**src/rtl/acc_feeder.sv**
```systemverilog
// Buffers upstream words in a small FIFO and issues one word per enabled cycle to an
// accumulator input, driving zero whenever nothing is issued so the accumulator adds nothing.
module acc_feeder #(
    parameter int WIDTH = 16,
    parameter int DEPTH = 8
) (
    input  logic                       clk,
    input  logic                       rst,
    input  logic [WIDTH-1:0]           s_data,
    input  logic                       s_valid,
    output logic                       s_ready,
    input  logic                       en,
    input  logic                       flush,
    output logic [WIDTH-1:0]           acc_in,
    output logic                       acc_in_vld,
    output logic [$clog2(DEPTH):0]     level,
    output logic [15:0]                issued
);

    localparam int AW = $clog2(DEPTH);
    localparam int LW = AW + 1;
    localparam logic [LW-1:0] LEVEL_FULL = LW'(DEPTH);

    logic [WIDTH-1:0] mem [DEPTH];
    logic [AW-1:0]    wr_ptr;
    logic [AW-1:0]    rd_ptr;
    logic             push;
    logic             pop;

    // Upstream handshake: a word transfers at a rising edge where s_valid && s_ready;
    // s_valid may be held across cycles and s_data must stay stable until the transfer.
    assign s_ready = !rst && !flush && (level != LEVEL_FULL);
    assign push    = s_valid && s_ready;
    // Pop looks only at registered occupancy, so a word pushed this edge cannot bypass.
    assign pop     = en && !flush && (level != '0);

    always_ff @(posedge clk) begin
        if (push) begin
            mem[wr_ptr] <= s_data;
        end
    end

    always_ff @(posedge clk) begin
        if (rst) begin
            wr_ptr     <= '0;
            rd_ptr     <= '0;
            level      <= '0;
            issued     <= '0;
            acc_in     <= '0;
            acc_in_vld <= 1'b0;
        end else if (flush) begin
            wr_ptr     <= '0;
            rd_ptr     <= '0;
            level      <= '0;
            issued     <= '0;
            acc_in     <= '0;
            acc_in_vld <= 1'b0;
        end else begin
            if (push) begin
                wr_ptr <= wr_ptr + AW'(1);
            end
            if (pop) begin
                rd_ptr     <= rd_ptr + AW'(1);
                issued     <= issued + 16'd1;
                acc_in     <= mem[rd_ptr];
                acc_in_vld <= 1'b1;
            end else begin
                acc_in     <= '0;
                acc_in_vld <= 1'b0;
            end
            case ({push, pop})
                2'b10:   level <= level + LW'(1);
                2'b01:   level <= level - LW'(1);
                default: level <= level;
            endcase
        end
    end

endmodule

```
**config.mk**
```make
export PLATFORM = sky130hd
export DESIGN_NAME = acc_feeder
export DESIGN_NICKNAME = d
export VERILOG_FILES = /design/src/rtl/acc_feeder.sv
export SDC_FILE = /design/constraint.sdc
export NUM_CORES = 1
export LEC_CHECK = 0
export ABC_AREA = 0
export CAP_MARGIN = 10
export CELL_PAD_IN_SITES_DETAIL_PLACEMENT = 2
export CELL_PAD_IN_SITES_GLOBAL_PLACEMENT = 2
export CORE_MARGIN = 3
export CORE_UTILIZATION = 42
export CTS_CLUSTER_DIAMETER = 40
export DETAILED_ROUTE_END_ITERATION = 6
export PLACE_DENSITY_LB_ADDON = 0.05
export SETUP_SLACK_MARGIN = 0.4
export SYNTH_ARGS = -nofsm -noshare
export SYNTH_HDL_FRONTEND = slang
export SYNTH_SLANG_ARGS = --single-unit
```
**constraint.sdc**
```tcl
create_clock -name clk -period 3.6 [get_ports clk]
set_input_delay 0.9 -clock clk [delete_from_list [all_inputs] [get_ports clk]]
set_output_delay 0.9 -clock clk [all_outputs]
set_load 0.02 [all_outputs]
```
; ---- Word-level counts from Yosys, hierarchy flattened
; Memory sizes are Yosys's and may differ from the RTL's. A register that Yosys moved wholly into a read port is not among the register bits.
; Cells that the tools add are included.
[totals]
ff_bits = 27
latch_bits = 0
ram_bits = 128
rom_bits = 0
inputBits = 21
out_inout_bits = 38
elab_cells = 30
n_memories = 1
[classes]
add_sub_neg = 5
multipliers = 0
n_div = 0
magnitude_cmp = 0
n_eq_ne = 3
shift = 0
mux = 4
bitwise_logic = 1
reduce_logical = 11
[memory_table]
columns = name, depth, word_bits, rd, rd_ports_with_merged_regs, write_ports, line
row1 = mem, 8, 16, 1, 1, 1, 24  ; logic [WIDTH-1:0] mem [DEPTH];
[ops]
columns = op, n
row1 = $add 16x1->16 const B, 1
row2 = $pmux 4 s2, 1
row3 = $add 3x1->3 const B, 2
row4 = $logic_and 1x1->1, 5
row5 = $add 4x1->4 const B, 1
row6 = $ne 4x4->1 const B, 1
row7 = $reduce_bool 4->1, 1
row8 = $sub 4x1->4 const B, 1
row9 = $mux 1, 3
row10 = $reduce_or 3->1, 1
row11 = $eq 2x1->1 const B, 1
row12 = $eq 2x2->1 const B, 1
row13 = $logic_not 1->1, 2
row14 = $reduce_bool 2->1, 1
row15 = $reduce_or 2->1, 1
row16 = $not 1->1, 1

; ---- Logic depth before layout (Yosys ltp)
; Gate-level depths: netlist (run 1).
[logic_depth]
ltp_word = 6
ltp_mapped = 10
depth_no_buf = 9

; ---- Worst setup path before layout (run 1)
; Ideal clock, no wire load.
[synth_timing]
path_type = in2reg
startpoint = input flush
endpoint = memory mem[4][0] (enable)
setup_time_ps = 409
arrival_ps = 3060
required_time_ps = 3191
path_slack_ps = 131
path_stages = 5
path_buffers = 1
cell_sequence = or2_2 -> clkbuf_1 -> nor2_1 -> nand3_1 -> nor3_1
[synth_between]
elab_chain_cells = 6
[synth_lines]
columns = item, line
row1 = "start, declared", 13  ; input logic flush,
row2 = $logic_not 1->1, 32  ; assign s_ready = !rst && !flush && (level != LEVEL_FULL);
row3 = $logic_and 1x1->1 (2 in a row), 32
row4 = via s_ready, 11  ; output logic s_ready,
row5 = $logic_and 1x1->1, 33  ; assign push = s_valid && s_ready;
row6 = $mux 1, 38  ; if (push) begin
row7 = $mux 1 (implied by the code), 39  ; mem[wr_ptr] <= s_data;
row8 = "end, declared", 24
; The timed path passes the listed nets, and every way through them passes these cells.

; ---- Worst setup path after layout (run 1)
[layout_timing]
startpoint = input rst
endpoint = output s_ready
[layout_between]
elab_chain_cells = 3
[layout_lines]
columns = item, line
row1 = "start, declared", 8  ; input logic rst,
row2 = $logic_not 1->1, 32
row3 = $logic_and 1x1->1 (2 in a row), 32
row4 = "end, declared", 11
; Every way passes these cells.

==> results.txt, run 1 <==
Fin crit share - 84.72%
Via count - 3,663
Worst-Margin Slew - 0.9939 ns
Crit path DAT - 2.15 ns
Vias in the first global route - 4,069
Netlist cell types - 36
PwrDens - 491.5 nW/um2
Port Buffer Count - 58
CTS clk-pin slew, worst paths - 0.06 ns
Max_slew headroom - 33.74%
Gr usage total - 20.27%
Core Rows - 44
Flop-to-flop setup slack - 0.87 ns
P&R area growth vs syn - 22.71%
Setup Viol. Count Final - 0
Worst Hold Class - reg -> reg
RSZ-0062 raised after global routing - no
Maximum clock frequency - 0.3279 GHz
Max clock buf depth - 2
DRT antenna net count - 0
Net Count, Synth - 409
Routed met1 length - 6842 um
Clock period minus final worst setup slack - 3.050 ns
Vias per cell - 5.592
Die W - 130.6 um
Top sig layer - met4
Core area - 14,860 um2
Skew-Pair Late Insertion Delay - 0.42 ns
Die height - 130.6 um
# diodes - 0
Post-Synthesis Cell Area - 6523 um2
Max Cap Viol - 0
CTS tree - built
Initial antenna violation count - 0
Top-level I/O count - 59
Clk sink count - 171
Root Driver - clkbuf_16
Synth warn - 0
Worst Path Required - 2.70 ns
Drt drc - 0
TritonCTS Buffers - 17
FF+latch area - 4707 um2
Setup CP Type - in -> out
Initial DRC count - 204
Yosys reg bits - 171
Nets@finish - 485
Met2 WL - 8210 um
Crit-path max cell delay - 0.44 ns
CTS Hold Bufs - 0
Fin Clk Skew - 0.006405 ns
Syn Area/Cell - 17.07 um2
Slew Viols, Final - 0
WL/cell - 24.08 um
Crit-path max FO - 3
H-tree depth - 4
Total grt overflow - 0
Startpoint types - input pin
Most frequent cells in the layout - edfxtp_1, clkdlybuf4s50_1, dfxtp_1
Gpl congestion - 0.7812
Post-detail-place hpwl - 9979 um
TritonRoute pass-1 iters - 4
Post-synthesis cell count - 382
Fillers - 1,325
Peak VDD IR - 0.3348 mV
Leakage - 2.509 nW
Share of cells above drive strength 1 - 18.26%
First-pass GRT wire length - 24,880 um
Multi-input logic area - 1780 um2
Die ar. - 17,060 um2
Post-CTS Setup Inserts - 0
Slowest-stage cell, CP - clkdlybuf4s50_1
Most common cell after layout, fill and taps aside - edfxtp_1
Setup TNS - 0 ns
Drt total wl - 15,770 um
Seq/Total Area, Yosys - 72.13%
Routed met3 length - 490 um
Largest net degree at the start of global routing - 35
Crit. End Element - output pin
Cell Chain, Critical Path - clkdlybuf4s50_1, or2_2, nor2_1, dlygate4sd2_1
Final hold violations - 0
Initial Utilization - 43.88%
Status - finished, final reports clean
Pwr Total - 3.934 mW
-- worst paths after layout --
kind	from	endpoint	cells after the start
setup / recovery	rst	s_ready	4
hold / removal	issued[15]	issued[15]	2
setup reg to reg	level[0]	level[3]	8
hold reg to reg	issued[15]	issued[15]	2
-- layout make-up --
class                           instances  area share, %
Timing Repair Buffer                   73          8.957
Sequential cell                       171          58.81
Clock inverter                         11          1.172
Tap cell                              184          2.876
Multi-Input combinational cell        191          22.24
Inverter                                4         0.1876
Clock buffer                           21          5.753
-- power breakdown --
group          leakage, nW  switching (mW)  total [mW]  internal [mW]
clock network        0.269           0.731        1.72          0.985
logic                0.740          0.0501      0.0899         0.0398
registers             1.50         0.00497        2.13           2.12
total                 2.51           0.786        3.93           3.15
-- sequential cells by signal, indices dropped and copies added, names as in the netlist --
signal,count
mem,128
acc_in_vld,1
wr_ptr,3
level,4
acc_in,16
rd_ptr,3
issued,16
-- through the flow --
stage / instance area (um2) / util [%] / hold WS (ns) / setup slack, ns / std cells
6_report: 8004 / 53.85 / 0.5176 / 0.5501 / 655
5_1_grt: 8004 / 53.85 / 0.5416 / 0.4245 / 655
4_1_cts: 7994 / 53.78 / 0.5157 / 0.4992 / 655
3_5_place_dp: 7441 / 50.06 / 0.5076 / 0.1308 / 623
3_3_place_gp: 7441 / 50.06 / 0.4694 / 0.2713 / 623
2_1_floorplan: 6534 / - / 0.5352 / 0.5503 / 382
-- worst max-delay path, delay by kind of cell --
family / cells / cell delay, ns
AND/OR/NAND/NOR: 2 / 0.45
buffers and inverters: 2 / 0.79
-- what timing repair did --
item,CTS,global route
gates cloned,0,0
setup endpoints to repair,1,1
resized for setup,1,2
-- cells in the mapped netlist (all sizes together) --
master	instances	share of area [%]
dfxtp	43	13
ha	6	1.2
nor2	36	2.1
nand2	7	0.40
or4	2	0.29
a2111oi	1	0.13
xnor2	7	0.94
and3	1	0.096
a21oi	12	0.92
mux4	32	11
xor2	8	1.1
nand3	9	0.69
clkbuf	8	0.46
and4	2	0.27
or2	1	0.096
and2	1	0.096
nor4b	1	0.13
and4b	1	0.15
nor4	4	0.48
nor2b	1	0.096
edfxtp	128	59
nand2b	5	0.52
nor3	6	0.46
o21ai	12	0.92
inv	4	0.23
a211oi	1	0.12
nand4b	2	0.27
nand3b	2	0.23
nand4	5	0.48
buf	8	0.58
mux2i	17	2.6
or3	9	0.86
-- cells by family after synthesis --
logic type | Yosys count | share of synthesized area (%)
simple gates | 95 | 7.693
flops | 171 | 72.13
compound gates | 26 | 2.091
xor+xnor | 15 | 2.014
fa+ha+maj | 6 | 1.151
buf+inv | 20 | 1.266
mux | 49 | 13.66
-- metal layers --
metal / up-vias / track usage (%)
met1: 1938 / 26.31
li1: 1640 / -
met4: 0 / 5.989
met3: 19 / 4.756
met5: - / 0
met2: 66 / 34.25
Power figures use the tool's default switching activity.
==> run 2, diff against run 1 <==
Settings changed: CORE_UTILIZATION 42 to 38.
Clock period 3.6 ns to 2.75 ns, I/O delays scaled along.
==> run 2 against run 1 <==
Effect of this change: critical path type is now reg -> out; clock power increased by 34%; wire length increased by 2.2%; cell count increased by 8.4%; worst setup slack got worse by 0.079 ns; via count increased by 1.9%; combinational power increased by 46%; die area increased by 10%; global-route usage decreased by 1.9 points; sequential share of layout area decreased by 2.4 points; worst hold slack got worse by 0.023 ns.
==> results.txt, run 2 (synthesized netlist as in run 1, its figures left out) <==
DRT antenna net count - 0
Comb power frac - 2.5%
RR Startpoint - level[2]
Maximum clock frequency - 0.4388 GHz
Final hold violations - 0
Setup Viol. Count Final - 0
Total grt overflow - 0
Die W - 137.0 um
Initial antenna violation count - 0
Fillers - 1,529
Clock share of power - 44.2%
Gpl congestion - 0.7316
Share of cells above drive strength 1 - 25.10%
Switch share - 21.52%
Last element of the critical path - level[0]
Max Cap Viol - 0
CTS tree - built
Root Driver - clkbuf_16
Worst Hold Class - reg -> reg
RSZ-0062 raised after global routing - yes
TritonCTS Buffers - 17
Fin crit share - 82.86%
Clk sink count - 171
Leakage - 2.632 nW
Die height - 137.0 um
Die ar. - 18,770 um2
Max reg flops - 128
Worst Path Required - 2.06 ns
Biggest regs - mem (128), acc_in (16), issued (16)
WL/cell - 22.71 um
Internal - 4.099 mW
Via count - 3,731
Most common cell after layout, fill and taps aside - edfxtp_1
Startpoint types - flop
Nets@finish - 504
Post-detail-place hpwl - 10000 um
Multi-input logic area - 1842 um2
Drt drc - 0
Largest net degree at the start of global routing - 33
Fin Clk Skew - 0.008139 ns
Sequential share of power - 53.3%
Slowest-stage cell, CP - clkdlybuf4s50_1
Initial Utilization - 39.05%
Cell Chain, Critical Path - buf_4, clkdlybuf4s50_1
Crit-path max cell delay - 0.61 ns
Port Buffer Count - 58
Peak VDD IR - 0.4640 mV
Initial DRC count - 206
Gr usage total - 18.37%
FF+latch area - 4710 um2
Crit. End Element - output pin
Finished Core Util - 50.02%
Status - finished, final reports clean
Setup CP Type - reg -> out
Biggest register - mem
# diodes - 0
Vias per cell - 5.255
Clock period minus final worst setup slack - 2.279 ns
Vias in the first global route - 4,099
CTS clk-pin slew, worst paths - 0.07 ns
RR Endpoint - level[2]
P&R area growth vs syn - 28.08%
Flop-to-flop setup slack - 0.53 ns
Sw power - 1.124 mW
PwrDens - 625.2 nW/um2
Setup TNS - 0 ns
CTS Hold Bufs - 0
Skew-Pair Late Insertion Delay - 0.42 ns
Slew Viols, Final - 0
Worst-Margin Slew - 0.6410 ns
Drt total wl - 16,120 um
Critical path origin - level[0]
TritonRoute pass-1 iters - 4
Crit-path max FO - 6
H-tree depth - 4
First-pass GRT wire length - 25,010 um
Core area - 16,700 um2
Top-level I/O count - 59
Max clock buf depth - 2
Crit path DAT - 1.59 ns
Max_slew headroom - 57.21%
Most frequent cells in the layout - edfxtp_1, clkdlybuf4s50_1, dfxtp_1
FF-to-FF path depth - 9
Core Rows - 47
-- run 2: cell types whose count changed in the layout (fill, tap and decap cells not counted), sizes merged --
cell and delta:
buf +20, clkbuf -4, clkdlybuf4s50 -3, clkinv -2, clkinvlp +2, dlymetal6s2s +2
inv +4
-- run 2: critical path, delay by kind of cell (launching register included) --
kind     cells  cell delay [ns]
flops        1             0.39
buf+inv      2             0.78
-- run 2: how the worst min path moves through the flow --
| stage | start | end | slack (ns) | cells past startpoint |
|---|---|---|---|---|
| after floorplan | issued[15] | issued[15] | 0.56 | 2 |
| after global placement | issued[15] | issued[15] | 0.47 | 2 |
| after detailed placement | issued[15] | issued[15] | 0.49 | 2 |
| after CTS | issued[15] | issued[15] | 0.51 | 2 |
| after global routing | issued[15] | issued[15] | 0.54 | 2 |
| final | issued[15] | issued[15] | 0.49 | 2 |
-- run 2: metrics by stage --
| stage | std cells | hold WS [ns] | power (mW) | cell area [um2] | worst slack, ns |
|---|---|---|---|---|---|
| after floorplan | 382 | 0.5576 | 2.880 | 6554 | 0.04939 |
| after global routing | 710 | 0.5360 | 5.425 | 8354 | 0.3297 |
| after detailed placement | 675 | 0.4945 | 2.970 | 7712 | -0.1940 |
| final | 710 | 0.4946 | 5.223 | 8354 | 0.4712 |
| after global placement | 675 | 0.4743 | 2.963 | 7712 | -0.1939 |
| after CTS | 707 | 0.5051 | 5.290 | 8298 | 0.3586 |
-- run 2: power by group through the flow --
stage                     sequential (mW)  combinational [mW]  clock, mW
after floorplan                      2.84              0.0383          0
after global placement               2.84               0.123          0
after detailed placement             2.84               0.129          0
after CTS                            2.78               0.132       2.37
after global routing                 2.78               0.144       2.50
final                                2.78               0.131       2.31
-- run 2: area by class of cell --
cell class	count	share of cell area (%)
Timing Repair Buffer	92	11.37
Inverter	4	0.1797
Clock inverter	15	1.647
Sequential cell	171	56.37
Clock buffer	17	5.092
Multi-Input combinational cell	191	22.05
Tap cell	220	3.295
-- run 2: what timing repair did --
item / CTS / global route
pin swaps: 0 / 5
buffers inserted: 0 / 3
hold endpoints to repair: 0 / 0
resized for setup: 14 / 10
endpoints found under the setup margin: 27 / 7
-- run 2: layer usage --
metal | GRT usage [%] | part of all wire (%) | vias to the layer above
li1 | - | - | 1685
met1 | 24.73 | 45 | 1962
met2 | 30.00 | 50 | 69
met3 | 4.265 | 3.1 | 15
met4 | 5.155 | 1.2 | 0
met5 | 0 | 0 | -
